**config.mk**
```make
export PLATFORM = sky130hd
export DESIGN_NAME = capture_arbiter_flat
export DESIGN_NICKNAME = d
export VERILOG_FILES = /design/src/rtl/capture_arb_pkg.sv /design/src/rtl/capture_arb_if.sv /design/src/rtl/capture_arb_stats.sv /design/src/rtl/capture_arbiter.sv /design/src/flat_wrapper.sv
export SDC_FILE = /design/constraint.sdc
export NUM_CORES = 1
export LEC_CHECK = 0
export CORE_AREA = 2 2 520 522
export DETAILED_ROUTE_END_ITERATION = 8
export DIE_AREA = 0 0 522 524
export HOLD_SLACK_MARGIN = 0.08
export SYNTH_ARGS = -nofsm -noshare
export SYNTH_HDL_FRONTEND = slang
export SYNTH_SLANG_ARGS = --single-unit
```
**constraint.sdc**
```tcl
create_clock -name axi_aclk -period 4.7 [get_ports axi_aclk]
set_input_delay 0.94 -clock axi_aclk [delete_from_list [all_inputs] [get_ports axi_aclk]]
set_output_delay 0.94 -clock axi_aclk [all_outputs]
set_load 0.03 [all_outputs]
```
**src/rtl/capture_arb_pkg.sv**
```systemverilog
// Shared types for the capture arbiter: FSM state encoding and burst-counter sizing.
package capture_arb_pkg;

    typedef enum logic [1:0] {
        IDLE = 2'd0,
        PKT0 = 2'd1,
        PKT1 = 2'd2
    } arb_state_e;

    // Width needed to count 0..max_burst inclusive.
    function automatic int burst_cnt_width(input int max_burst);
        return $clog2(max_burst + 1);
    endfunction

endpackage

```
**src/rtl/capture_arb_if.sv**
```systemverilog
// AXI-Stream bundle used for both arbiter inputs and the shared output.
interface capture_arb_if #(
    parameter int DATA_W = 256,
    parameter int USER_W = 128
) ();
    logic [DATA_W-1:0]   tdata;
    logic [DATA_W/8-1:0] tstrb;
    logic [USER_W-1:0]   tuser;
    logic                tvalid;
    logic                tready;
    logic                tlast;

    modport master (output tdata, tstrb, tuser, tvalid, tlast, input tready);
    modport slave  (input tdata, tstrb, tuser, tvalid, tlast, output tready);
endinterface

```
**src/rtl/capture_arb_stats.sv**
```systemverilog
// Dual wrapping packet counter, one per arbiter input; only built with CAPTURE_ARB_STATS_EN.
module capture_arb_stats #(
    parameter int CNT_W = 32
) (
    input  logic             clk,
    input  logic             rst,
    input  logic             pkt_done_0,
    input  logic             pkt_done_1,
    output logic [CNT_W-1:0] pkt_cnt_0,
    output logic [CNT_W-1:0] pkt_cnt_1
);

    // Count completed packets; natural overflow gives the modulo wrap.
    always_ff @(posedge clk or posedge rst) begin
        if (rst) begin
            pkt_cnt_0 <= {CNT_W{1'b0}};
            pkt_cnt_1 <= {CNT_W{1'b0}};
        end else begin
            if (pkt_done_0) begin
                pkt_cnt_0 <= pkt_cnt_0 + CNT_W'(1);
            end else begin
                pkt_cnt_0 <= pkt_cnt_0;
            end
            if (pkt_done_1) begin
                pkt_cnt_1 <= pkt_cnt_1 + CNT_W'(1);
            end else begin
                pkt_cnt_1 <= pkt_cnt_1;
            end
        end
    end

endmodule

```
**src/rtl/capture_arbiter.sv**
```systemverilog
// Packet-granular two-input AXI-Stream arbiter: forwarded traffic (input 0) has priority,
// capture traffic (input 1) is served at least once per MAX_S0_BURST packets.
// Optional statistics counters are built when CAPTURE_ARB_STATS_EN is defined.
module capture_arbiter
    import capture_arb_pkg::*;
#(
    parameter int C_M_AXIS_DATA_WIDTH  = 256,
    parameter int C_M_AXIS_TUSER_WIDTH = 128,
    parameter int C_S_AXI_DATA_WIDTH   = 32,
    parameter int MAX_S0_BURST         = 4
) (
    input  logic                          axi_aclk,
    input  logic                          axi_areset,
    capture_arb_if.slave                  s_axis_0,
    capture_arb_if.slave                  s_axis_1,
    capture_arb_if.master                 m_axis,
    output logic [C_S_AXI_DATA_WIDTH-1:0] pkt_cnt_0,
    output logic [C_S_AXI_DATA_WIDTH-1:0] pkt_cnt_1
);

    localparam int                 BURST_W   = burst_cnt_width(MAX_S0_BURST);
    localparam logic [BURST_W-1:0] BURST_MAX = BURST_W'(MAX_S0_BURST);

    arb_state_e                          state_r;
    arb_state_e                          state_nxt_s;
    logic [BURST_W-1:0]                  burst_cnt_r;
    logic [BURST_W-1:0]                  burst_cnt_nxt_s;
    logic [C_M_AXIS_DATA_WIDTH-1:0]      tdata_s;
    logic [C_M_AXIS_DATA_WIDTH/8-1:0]    tstrb_s;
    logic [C_M_AXIS_TUSER_WIDTH-1:0]     tuser_s;
    logic                                tvalid_s;
    logic                                tlast_s;
    logic                                tready_0_s;
    logic                                tready_1_s;

    // State and burst counter registers.
    always_ff @(posedge axi_aclk or posedge axi_areset) begin
        if (axi_areset) begin
            state_r     <= IDLE;
            burst_cnt_r <= {BURST_W{1'b0}};
        end else begin
            state_r     <= state_nxt_s;
            burst_cnt_r <= burst_cnt_nxt_s;
        end
    end

    // Arbitration, burst accounting and the combinational output mux.
    always_comb begin
        state_nxt_s     = state_r;
        burst_cnt_nxt_s = burst_cnt_r;
        tdata_s         = {C_M_AXIS_DATA_WIDTH{1'b0}};
        tstrb_s         = {(C_M_AXIS_DATA_WIDTH/8){1'b0}};
        tuser_s         = {C_M_AXIS_TUSER_WIDTH{1'b0}};
        tvalid_s        = 1'b0;
        tlast_s         = 1'b0;
        tready_0_s      = 1'b0;
        tready_1_s      = 1'b0;
        case (state_r)
            IDLE: begin
                if (s_axis_1.tvalid && (!s_axis_0.tvalid || burst_cnt_r == BURST_MAX)) begin
                    state_nxt_s     = PKT1;
                    burst_cnt_nxt_s = {BURST_W{1'b0}};
                end else if (s_axis_0.tvalid) begin
                    state_nxt_s = PKT0;
                    // Only a waiting capture stream consumes burst credit.
                    if (!s_axis_1.tvalid) begin
                        burst_cnt_nxt_s = {BURST_W{1'b0}};
                    end else if (burst_cnt_r == BURST_MAX) begin
                        burst_cnt_nxt_s = burst_cnt_r;
                    end else begin
                        burst_cnt_nxt_s = burst_cnt_r + BURST_W'(1);
                    end
                end else begin
                    state_nxt_s = IDLE;
                end
            end
            PKT0: begin
                tdata_s    = s_axis_0.tdata;
                tstrb_s    = s_axis_0.tstrb;
                tuser_s    = s_axis_0.tuser;
                tvalid_s   = s_axis_0.tvalid;
                tlast_s    = s_axis_0.tlast;
                tready_0_s = m_axis.tready;
                if (s_axis_0.tvalid && m_axis.tready && s_axis_0.tlast) begin
                    state_nxt_s = IDLE;
                end else begin
                    state_nxt_s = PKT0;
                end
            end
            PKT1: begin
                tdata_s    = s_axis_1.tdata;
                tstrb_s    = s_axis_1.tstrb;
                tuser_s    = s_axis_1.tuser;
                tvalid_s   = s_axis_1.tvalid;
                tlast_s    = s_axis_1.tlast;
                tready_1_s = m_axis.tready;
                if (s_axis_1.tvalid && m_axis.tready && s_axis_1.tlast) begin
                    state_nxt_s = IDLE;
                end else begin
                    state_nxt_s = PKT1;
                end
            end
            default: begin
                state_nxt_s     = IDLE;
                burst_cnt_nxt_s = {BURST_W{1'b0}};
            end
        endcase
    end

    assign m_axis.tdata    = tdata_s;
    assign m_axis.tstrb    = tstrb_s;
    assign m_axis.tuser    = tuser_s;
    assign m_axis.tvalid   = tvalid_s;
    assign m_axis.tlast    = tlast_s;
    assign s_axis_0.tready = tready_0_s;
    assign s_axis_1.tready = tready_1_s;

`ifdef CAPTURE_ARB_STATS_EN
    logic pkt_done_0_s;
    logic pkt_done_1_s;

    assign pkt_done_0_s = s_axis_0.tvalid & tready_0_s & s_axis_0.tlast;
    assign pkt_done_1_s = s_axis_1.tvalid & tready_1_s & s_axis_1.tlast;

    capture_arb_stats #(
        .CNT_W (C_S_AXI_DATA_WIDTH)
    ) u_stats (
        .clk        (axi_aclk),
        .rst        (axi_areset),
        .pkt_done_0 (pkt_done_0_s),
        .pkt_done_1 (pkt_done_1_s),
        .pkt_cnt_0  (pkt_cnt_0),
        .pkt_cnt_1  (pkt_cnt_1)
    );
`else
    assign pkt_cnt_0 = {C_S_AXI_DATA_WIDTH{1'b0}};
    assign pkt_cnt_1 = {C_S_AXI_DATA_WIDTH{1'b0}};
`endif

endmodule

```
**src/flat_wrapper.sv**
```systemverilog
// flat-port wrapper written by rule: the top's interface ports become plain ports
module capture_arbiter_flat import capture_arb_pkg::*;
#(
    parameter int C_M_AXIS_DATA_WIDTH  = 256,
    parameter int C_M_AXIS_TUSER_WIDTH = 128,
    parameter int C_S_AXI_DATA_WIDTH   = 32,
    parameter int MAX_S0_BURST         = 4
)
  (axi_aclk, axi_areset, pkt_cnt_0, pkt_cnt_1, s_axis_0_tdata, s_axis_0_tstrb, s_axis_0_tuser, s_axis_0_tvalid, s_axis_0_tlast, s_axis_0_tready, s_axis_1_tdata, s_axis_1_tstrb, s_axis_1_tuser, s_axis_1_tvalid, s_axis_1_tlast, s_axis_1_tready, m_axis_tdata, m_axis_tstrb, m_axis_tuser, m_axis_tvalid, m_axis_tlast, m_axis_tready);
  capture_arb_if #(.DATA_W((256)), .USER_W((128))) s_axis_0_i ();
  capture_arb_if #(.DATA_W((256)), .USER_W((128))) s_axis_1_i ();
  capture_arb_if #(.DATA_W((256)), .USER_W((128))) m_axis_i ();
  input  logic axi_aclk;
  input  logic axi_areset;
  output logic [C_S_AXI_DATA_WIDTH-1:0] pkt_cnt_0;
  output logic [C_S_AXI_DATA_WIDTH-1:0] pkt_cnt_1;
  input wire logic [$bits(s_axis_0_i.tdata)-1:0] s_axis_0_tdata;
  input wire logic [$bits(s_axis_0_i.tstrb)-1:0] s_axis_0_tstrb;
  input wire logic [$bits(s_axis_0_i.tuser)-1:0] s_axis_0_tuser;
  input wire logic [$bits(s_axis_0_i.tvalid)-1:0] s_axis_0_tvalid;
  input wire logic [$bits(s_axis_0_i.tlast)-1:0] s_axis_0_tlast;
  output wire logic [$bits(s_axis_0_i.tready)-1:0] s_axis_0_tready;
  input wire logic [$bits(s_axis_1_i.tdata)-1:0] s_axis_1_tdata;
  input wire logic [$bits(s_axis_1_i.tstrb)-1:0] s_axis_1_tstrb;
  input wire logic [$bits(s_axis_1_i.tuser)-1:0] s_axis_1_tuser;
  input wire logic [$bits(s_axis_1_i.tvalid)-1:0] s_axis_1_tvalid;
  input wire logic [$bits(s_axis_1_i.tlast)-1:0] s_axis_1_tlast;
  output wire logic [$bits(s_axis_1_i.tready)-1:0] s_axis_1_tready;
  output wire logic [$bits(m_axis_i.tdata)-1:0] m_axis_tdata;
  output wire logic [$bits(m_axis_i.tstrb)-1:0] m_axis_tstrb;
  output wire logic [$bits(m_axis_i.tuser)-1:0] m_axis_tuser;
  output wire logic [$bits(m_axis_i.tvalid)-1:0] m_axis_tvalid;
  output wire logic [$bits(m_axis_i.tlast)-1:0] m_axis_tlast;
  input wire logic [$bits(m_axis_i.tready)-1:0] m_axis_tready;
  assign s_axis_0_i.tdata = s_axis_0_tdata;
  assign s_axis_0_i.tstrb = s_axis_0_tstrb;
  assign s_axis_0_i.tuser = s_axis_0_tuser;
  assign s_axis_0_i.tvalid = s_axis_0_tvalid;
  assign s_axis_0_i.tlast = s_axis_0_tlast;
  assign s_axis_0_tready = s_axis_0_i.tready;
  assign s_axis_1_i.tdata = s_axis_1_tdata;
  assign s_axis_1_i.tstrb = s_axis_1_tstrb;
  assign s_axis_1_i.tuser = s_axis_1_tuser;
  assign s_axis_1_i.tvalid = s_axis_1_tvalid;
  assign s_axis_1_i.tlast = s_axis_1_tlast;
  assign s_axis_1_tready = s_axis_1_i.tready;
  assign m_axis_tdata = m_axis_i.tdata;
  assign m_axis_tstrb = m_axis_i.tstrb;
  assign m_axis_tuser = m_axis_i.tuser;
  assign m_axis_tvalid = m_axis_i.tvalid;
  assign m_axis_tlast = m_axis_i.tlast;
  assign m_axis_i.tready = m_axis_tready;
  capture_arbiter #(.C_M_AXIS_DATA_WIDTH(C_M_AXIS_DATA_WIDTH), .C_M_AXIS_TUSER_WIDTH(C_M_AXIS_TUSER_WIDTH), .C_S_AXI_DATA_WIDTH(C_S_AXI_DATA_WIDTH), .MAX_S0_BURST(MAX_S0_BURST)) u_core (.axi_aclk(axi_aclk), .axi_areset(axi_areset), .s_axis_0(s_axis_0_i), .s_axis_1(s_axis_1_i), .m_axis(m_axis_i), .pkt_cnt_0(pkt_cnt_0), .pkt_cnt_1(pkt_cnt_1));
endmodule
```
==> impl_metrics.csv, run 1 <==
group,metric,value,unit
clock_network,clockBufferDepth,2,
outcome,status,"completed",
power_and_ir_drop,ir_worst_vdd,293,uV
drt,first_pass_iters,6,
drt,ant_nets,0,
sta,drv_slew,0,
finish,drive_gt1_share,9.17,%
logic_synthesis,seq_area_frac_synth,1.71,%
worst_setup_path,crit_fanout,73,
worst_setup_path,path_common_cell,"buf_12",
logic_synthesis,netlist_area,7300,sq um
worst_setup_path,path_cells,"inv_1 -> ha_4 -> buf_12 -> buf_12 -> a22oi_1 -> nor2b_1 -> clkdlybuf4s50_1",
drt,viasPerCell,2.68,
worst_setup_path,critPathSlowestCell,"clkdlybuf4s50_1",
drt,wl_per_cell,39.0,um
finish,fillerInstances,31200,
place,gp_congestion,1.10,
clock_network,cts_root_buffer,"clkbuf_16",
drt,vias,15800,
power_and_ir_drop,combPwrFrac,98.7,%
die,initial_utilization,2.73,%
drt,dr.first_iter.drc_count,1456,
clock_network,cts_resized,0,
clock_network,clkTransAtPathRegs,0.04,ns
finish,final_cell_mix,"clkdlybuf4s50_1, a22oi_1, nor2b_1, buf_4, conb_1",
drt,routed_wl,229000,um
worst_setup_path,cp_top_family,"buffers and inverters",
sta,period_needed,4.36,ns
die,io-pin-count,1323,
sta,rsz0062_at_grt,"false",
power_and_ir_drop,p_sw,0.0107,W
worst_setup_path,crit_required,3.76,ns
drt,remaining_drc_errors,0,
sta,tightest_slew,1.05,ns
power_and_ir_drop,powerDensity,680,nW/um^2
sta,setup_tns,0,ns
power_and_ir_drop,leakage,7.17,nW
worst_setup_path,cpPeakStageDelay,0.83,ns
finish,regArea,125,sq um
sta,hold_viol_final,0,
die,die_height,524,um
clock_network,cts_tree,"yes",
worst_setup_path,setup.worst_path.start_class,"flop",
finish,layout.nets,3070,
logic_synthesis,synth_seq_cells,5,
clock_network,cts_htree_levels,1,
sta,slew_headroom,30.1,%
sta,finalClockSkew,0.00442,ns
sta,timing.fmax,229,MHz
finish,multi_input_area,6270,sq um
worst_setup_path,endpoint_kind,"output port",
finish,final_area,23700,sq um
sta,setup_viol,0,
place,portBuffers,1258,
global_route,antenna_found_initial,313,
global_route,first_global_vias,14100,
finish,final_common_cell,"clkdlybuf4s50_1",
power_and_ir_drop,p_seq_share,0.4,%
worst_setup_path,crit_buf_inv,4,
clock_network,clock-sinks,5,
clock_network,cts_setup_buffers,0,
power_and_ir_drop,p_int,0.00542,W
worst_setup_path,setup.worst_path.class,"flop to output port",
worst_hold_path,min_path_type,"flop to flop",
global_route,grt_remaining_overflow,0,
clock_network,clk_latency,0.23,ns
worst_setup_path,arrival,3.42,ns
die,fp.dieW,522,um
clock_network,holdBufCountCts,0,
die,die-area,274000,sq um
sta,finalCritPeriodShare,92.8,%
logic_synthesis,synth_area_per_cell,6.77,sq um
logic_synthesis,synth_cell_types,23,
finish,area_growth,225,%
logic_synthesis,yosysWarnings,0,
job,cap_violations,0,
place,hpwl,218000,um
die,row_count,190,
global_route,grt_pass1_wl,255000,um
power_and_ir_drop,sw_frac_of_total,66.4,%
logic_synthesis,syn_inst,1078,
global_route,grt_max_degree,97,
clock_network,cts_buffers,3,
power_and_ir_drop,pwr-share-clk,0.9,%
place,placed_area,23400,sq um
global_route,grt_usage,15.8,%
die,core,267000,sq um
-- worst reg2reg max path, cell delays in order (launching register included) --
cell and delay, ns:
dfrtp_1 0.42, inv_1 0.15, ha_4 0.65, buf_12 0.30, buf_4 0.26, nor3_2 0.08
mux2_2 0.26
-- synthesized netlist by cell type --
cell	instances	share of area, %
a22oi_1	418	43
nor2b_1	418	36
buf_2	90	6.2
buf_4	72	7.4
clkbuf_1	42	2.2
ha_1	6	1.0
dfrtp_1	5	1.7
inv_1	5	0.26
nand3_1	3	0.21
nor2_1	3	0.15
a32oi_1	2	0.24
and2_1	2	0.17
nand2b_1	2	0.17
a2111oi_4	1	0.38
a21bo_4	1	0.22
a21o_1	1	0.10
a21o_2	1	0.12
a22o_1	1	0.12
buf_6	1	0.15
conb_1	1	0.051
mux2_2	1	0.15
nand2_1	1	0.051
nor3_2	1	0.14
-- area by class of cell --
class | count | share of cell area, %
Clock buffer | 4 | 0.332
Sequential cell | 5 | 0.527
Tap cell | 3552 | 18.7
Inverter | 5 | 0.0791
Antenna cell | 104 | 1.10
Multi-Input combinational cell | 926 | 26.4
Timing Repair Buffer | 1284 | 52.8
-- power by group through the flow --
| stage | clock network, W | registers [W] | logic (W) |
|---|---|---|---|
| after global placement | 0 | 0.0000710 | 0.0161 |
| after floorplan | 0 | 0.0000653 | 0.00776 |
| after CTS | 0.000144 | 0.0000721 | 0.0163 |
| after detailed placement | 0 | 0.0000726 | 0.0162 |
| final | 0.000141 | 0.0000718 | 0.0159 |
| after global routing | 0.000147 | 0.0000732 | 0.0166 |
-- cell families (layout without fill, tap and decap cells) --
kind of cell               after synthesis  in the layout  synth area share [%]
adders and majority gates                6              6                  1.03
and+or+nand+nor                        430            430                  36.7
buffers and inverters                  210           1293                  16.1
muxes                                    1              1                 0.154
other                                    1            168                0.0514
AOI/OAI and AO/OA                      425            425                  44.2
DFF                                      5              5                  1.71
-- layer usage --
layer / GRT usage (%) / part of all wire (%) / up-vias
met5: 0.693 / 0.72 / -
met4: 4.38 / 3.7 / 246
met3: 9.75 / 15 / 658
met2: 25.9 / 45 / 1552
met1: 16.8 / 36 / 7072
li1: - / - / 6253
-- path summary, 6_finish.rpt --
path / startpoint / to / slack (ns) / depth (start not counted)
worst max register to register: u_core.state_r[0]$_DFF_PP0_ / u_core.burst_cnt_r[0]$_DFFE_PP0P_ / 2.46 / 6
worst min-delay path: u_core.burst_cnt_r[1]$_DFFE_PP0P_ / u_core.burst_cnt_r[1]$_DFFE_PP0P_ / 0.54 / 1
worst min register to register: u_core.burst_cnt_r[1]$_DFFE_PP0P_ / u_core.burst_cnt_r[1]$_DFFE_PP0P_ / 0.54 / 1
worst max-delay path: u_core.state_r[0]$_DFF_PP0_ / m_axis_tstrb[18] / 0.34 / 7
max in group asynchronous: axi_areset / u_core.burst_cnt_r[1]$_DFFE_PP0P_ / 3.60 / 2
min in group asynchronous: axi_areset / u_core.state_r[0]$_DFF_PP0_ / 0.92 / 2
-- state kept, by name (all words and copies together) (netlist names) --
register,count
u_core.burst_cnt_r,3
u_core.state_r,2
-- through the flow --
step | cells | worst slack (ns) | hold WS (ns) | total power, W | util (%)
final | 5880 | 0.339 | 0.536 | 0.0161 | 8.87
after global routing | 5826 | 0.320 | 0.564 | 0.0168 | 8.82
after CTS | 5776 | 0.415 | 0.540 | 0.0165 | 8.77
after detailed placement | 5772 | 0.664 | 0.533 | 0.0163 | 8.75
after global placement | 5772 | 0.737 | 0.522 | 0.0162 | 8.75
after floorplan | 1141 | 2.13 | 0.500 | 0.00782 | -
Note: power is estimated with default switching activity, not from simulation.
==> inputs of run 2 (changes only) <==
--- a/config.mk
+++ b/config.mk
@@ -8,7 +8,9 @@
 export CORE_AREA = 2 2 520 522
 export DETAILED_ROUTE_END_ITERATION = 8
 export DIE_AREA = 0 0 522 524
+export GPL_TIMING_DRIVEN = 0
 export HOLD_SLACK_MARGIN = 0.08
+export PLACE_DENSITY = 0.3
 export SYNTH_ARGS = -nofsm -noshare
 export SYNTH_HDL_FRONTEND = slang
 export SYNTH_SLANG_ARGS = --single-unit
==> constraint.sdc (replaced) <==
create_clock -name axi_aclk -period 5.65 [get_ports axi_aclk]
set_input_delay 1.13 -clock axi_aclk [delete_from_list [all_inputs] [get_ports axi_aclk]]
set_output_delay 1.13 -clock axi_aclk [all_outputs]
set_load 0.03 [all_outputs]
==> impl_metrics.csv, run 2 (same netlist as run 1, synthesis figures left out) <==
group,metric,value,unit
sta,drv_slew,0,
sta,timing.final.ws_setup,0.764,ns
drt,viasPerCell,2.58,
clock_network,cts_setup_buffers,0,
worst_setup_path,cpPeakStageDelay,0.90,ns
die,row_count,190,
worst_setup_path,crit_required,4.52,ns
sta,period_needed,4.89,ns
drt,dr.first_iter.drc_count,1020,
drt,remaining_drc_errors,0,
power_and_ir_drop,p_sw,0.00900,W
finish,drive_gt1_share,7.16,%
global_route,first_global_vias,15200,
place,gp_congestion,0.906,
die,initial_utilization,2.73,%
power_and_ir_drop,leakage,7.56,nW
die,io-pin-count,1323,
sta,worst_hold_slack,0.544,ns
die,fp.dieW,522,um
power_and_ir_drop,sw_frac_of_total,65.3,%
finish,layout.nets,3249,
job,cap_violations,0,
worst_setup_path,r2r_setup_slack,3.58,ns
clock_network,cts_resized,0,
clock_network,holdBufCountCts,0,
sta,hold_viol_final,0,
global_route,grt_pass1_wl,230000,um
worst_setup_path,endpoint_kind,"output port",
global_route,grt_usage,13.8,%
global_route,grt_busiest_layer,"met2",
die,die_height,524,um
drt,ant_nets,0,
sta,timing.fmax,205,MHz
sta,setup_viol,0,
clock_network,cts_buffers,3,
place,pre_cts_ws,0.560,ns
place,hpwl,189000,um
finish,fin_cells,6009,
power_and_ir_drop,p_seq_share,0.4,%
drt,vias,15500,
place,portBuffers,1258,
place,dp_cells,5951,
sta,slew_headroom,22.9,%
global_route,grt_max_degree,11,
worst_setup_path,path_cells,"inv_1 -> ha_1 -> buf_2 -> clkbuf_1 -> a22oi_1 -> nor2b_1 -> clkdlybuf4s50_1",
finish,fillerInstances,31300,
global_route,grt_remaining_overflow,0,
global_route,use_met3,7.85,%
clock_network,clk_latency,0.24,ns
drt,first_pass_iters,5,
worst_setup_path,setup.worst_path.start_class,"flop",
worst_setup_path,setup.worst_path.class,"flop to output port",
finish,area_growth,240,%
clock_network,clock-sinks,5,
sta,setup_tns,0,ns
finish,final_cell_mix,"clkdlybuf4s50_1, a22oi_1, nor2b_1, buf_2, buf_4",
power_and_ir_drop,powerDensity,556,nW/um^2
clock_network,cts_tree,"yes",
sta,finalClockSkew,0.00177,ns
global_route,antenna_found_initial,255,
clock_network,clockBufferDepth,2,
die,core,267000,sq um
sta,rsz0062_at_grt,"false",
worst_hold_path,min_path_type,"flop to flop",
finish,final_common_cell,"clkdlybuf4s50_1",
global_route,gr-usage-met2,23.1,%
worst_setup_path,crit_fanout,10,
global_route,use_met1,15.9,%
sta,tightest_slew,1.16,ns
drt,routed_wl,200000,um
finish,max_flop_register,"u_core.burst_cnt_r",
sta,finalCritPeriodShare,86.5,%
worst_setup_path,critPathSlowestCell,"clkbuf_1",
clock_network,clkTransAtPathRegs,0.03,ns
power_and_ir_drop,pwr-share-clk,0.9,%
worst_setup_path,arrival,3.76,ns
finish,reg.largest.list,"u_core.burst_cnt_r (3), u_core.state_r (2)",
clock_network,cts_root_buffer,"clkbuf_16",
clock_network,cts_htree_levels,1,
outcome,status,"completed",
die,die-area,274000,sq um
power_and_ir_drop,combPwrFrac,98.7,%
finish,largest_register_ffs,3,
power_and_ir_drop,ir_worst_vdd,251,uV
drt,wl_per_cell,33.3,um
power_and_ir_drop,p_int,0.00479,W
run 2: cell count changes in the layout (fill, tap and decap cells not counted):
| cell | delta |
|---|---|
| buf_4 | -108 |
| buf_12 | -13 |
| diode_2 | -50 |
| clkdlybuf4s50_1 | +167 |
| ha_1 | +3 |
| buf_2 | +90 |
| clkbuf_1 | +41 |
| buf_6 | +1 |
| ha_4 | -3 |
| clkbuf_2 | +1 |
run 2: area by class of cell:
cell class,count,area (sq um),share of cell area [%]
Buffer,205,1160,4.68
Sequential cell,5,125,0.505
Inverter,5,18.8,0.0757
Multi-Input combinational cell,926,6230,25.1
Clock buffer,4,78.8,0.318
Tap cell,3552,4440,17.9
Timing Repair Buffer,1258,12600,50.8
Antenna cell,54,135,0.545
run 2: power groups by stage:
stage                     Combinational, W  Clock, W  Sequential, W
final                               0.0136  0.000121      0.0000562
after global routing                0.0143  0.000123      0.0000580
after CTS                           0.0140  0.000120      0.0000566
after detailed placement            0.0139         0      0.0000569
after global placement              0.0140         0      0.0000554
after floorplan                    0.00645         0      0.0000543
run 2: worst paths after layout:
check	from	end	depth (start not counted)
hold reg to reg	u_core.burst_cnt_r[1]$_DFFE_PP0P_	u_core.burst_cnt_r[1]$_DFFE_PP0P_	1
setup / recovery	u_core.state_r[0]$_DFF_PP0_	m_axis_tuser[109]	7
setup reg to reg	u_core.state_r[1]$_DFF_PP0_	u_core.state_r[0]$_DFF_PP0_	7
max in group asynchronous	axi_areset	u_core.burst_cnt_r[1]$_DFFE_PP0P_	2
min in group asynchronous	axi_areset	u_core.burst_cnt_r[2]$_DFFE_PP0P_	2
hold / removal	u_core.burst_cnt_r[1]$_DFFE_PP0P_	u_core.burst_cnt_r[1]$_DFFE_PP0P_	1
run 2: worst max-delay path: cells and delay by family, from the launching register on:
family          cells  cell delay, ns
buf+inv             4            2.08
fa+ha+maj           1            0.13
flops               1            0.40
compound gates      1            0.62
simple gates        1            0.25
run 2: metrics by stage:
stage | power (W) | utilization (%) | instance area [sq um]
global placement | 0.0140 | 9.19 | 24600
detailed placement | 0.0140 | 9.19 | 24600
floorplan | 0.00651 | - | 7530
global route | 0.0144 | 9.22 | 24700
finish | 0.0138 | 9.27 | 24800
CTS | 0.0142 | 9.22 | 24700
run 2: layer usage:
layer | up-vias | routed length, um
met5 | - | 1140
met1 | 7115 | 78000
met2 | 1258 | 90700
met3 | 385 | 27000
li1 | 6565 | -
met4 | 182 | 3150
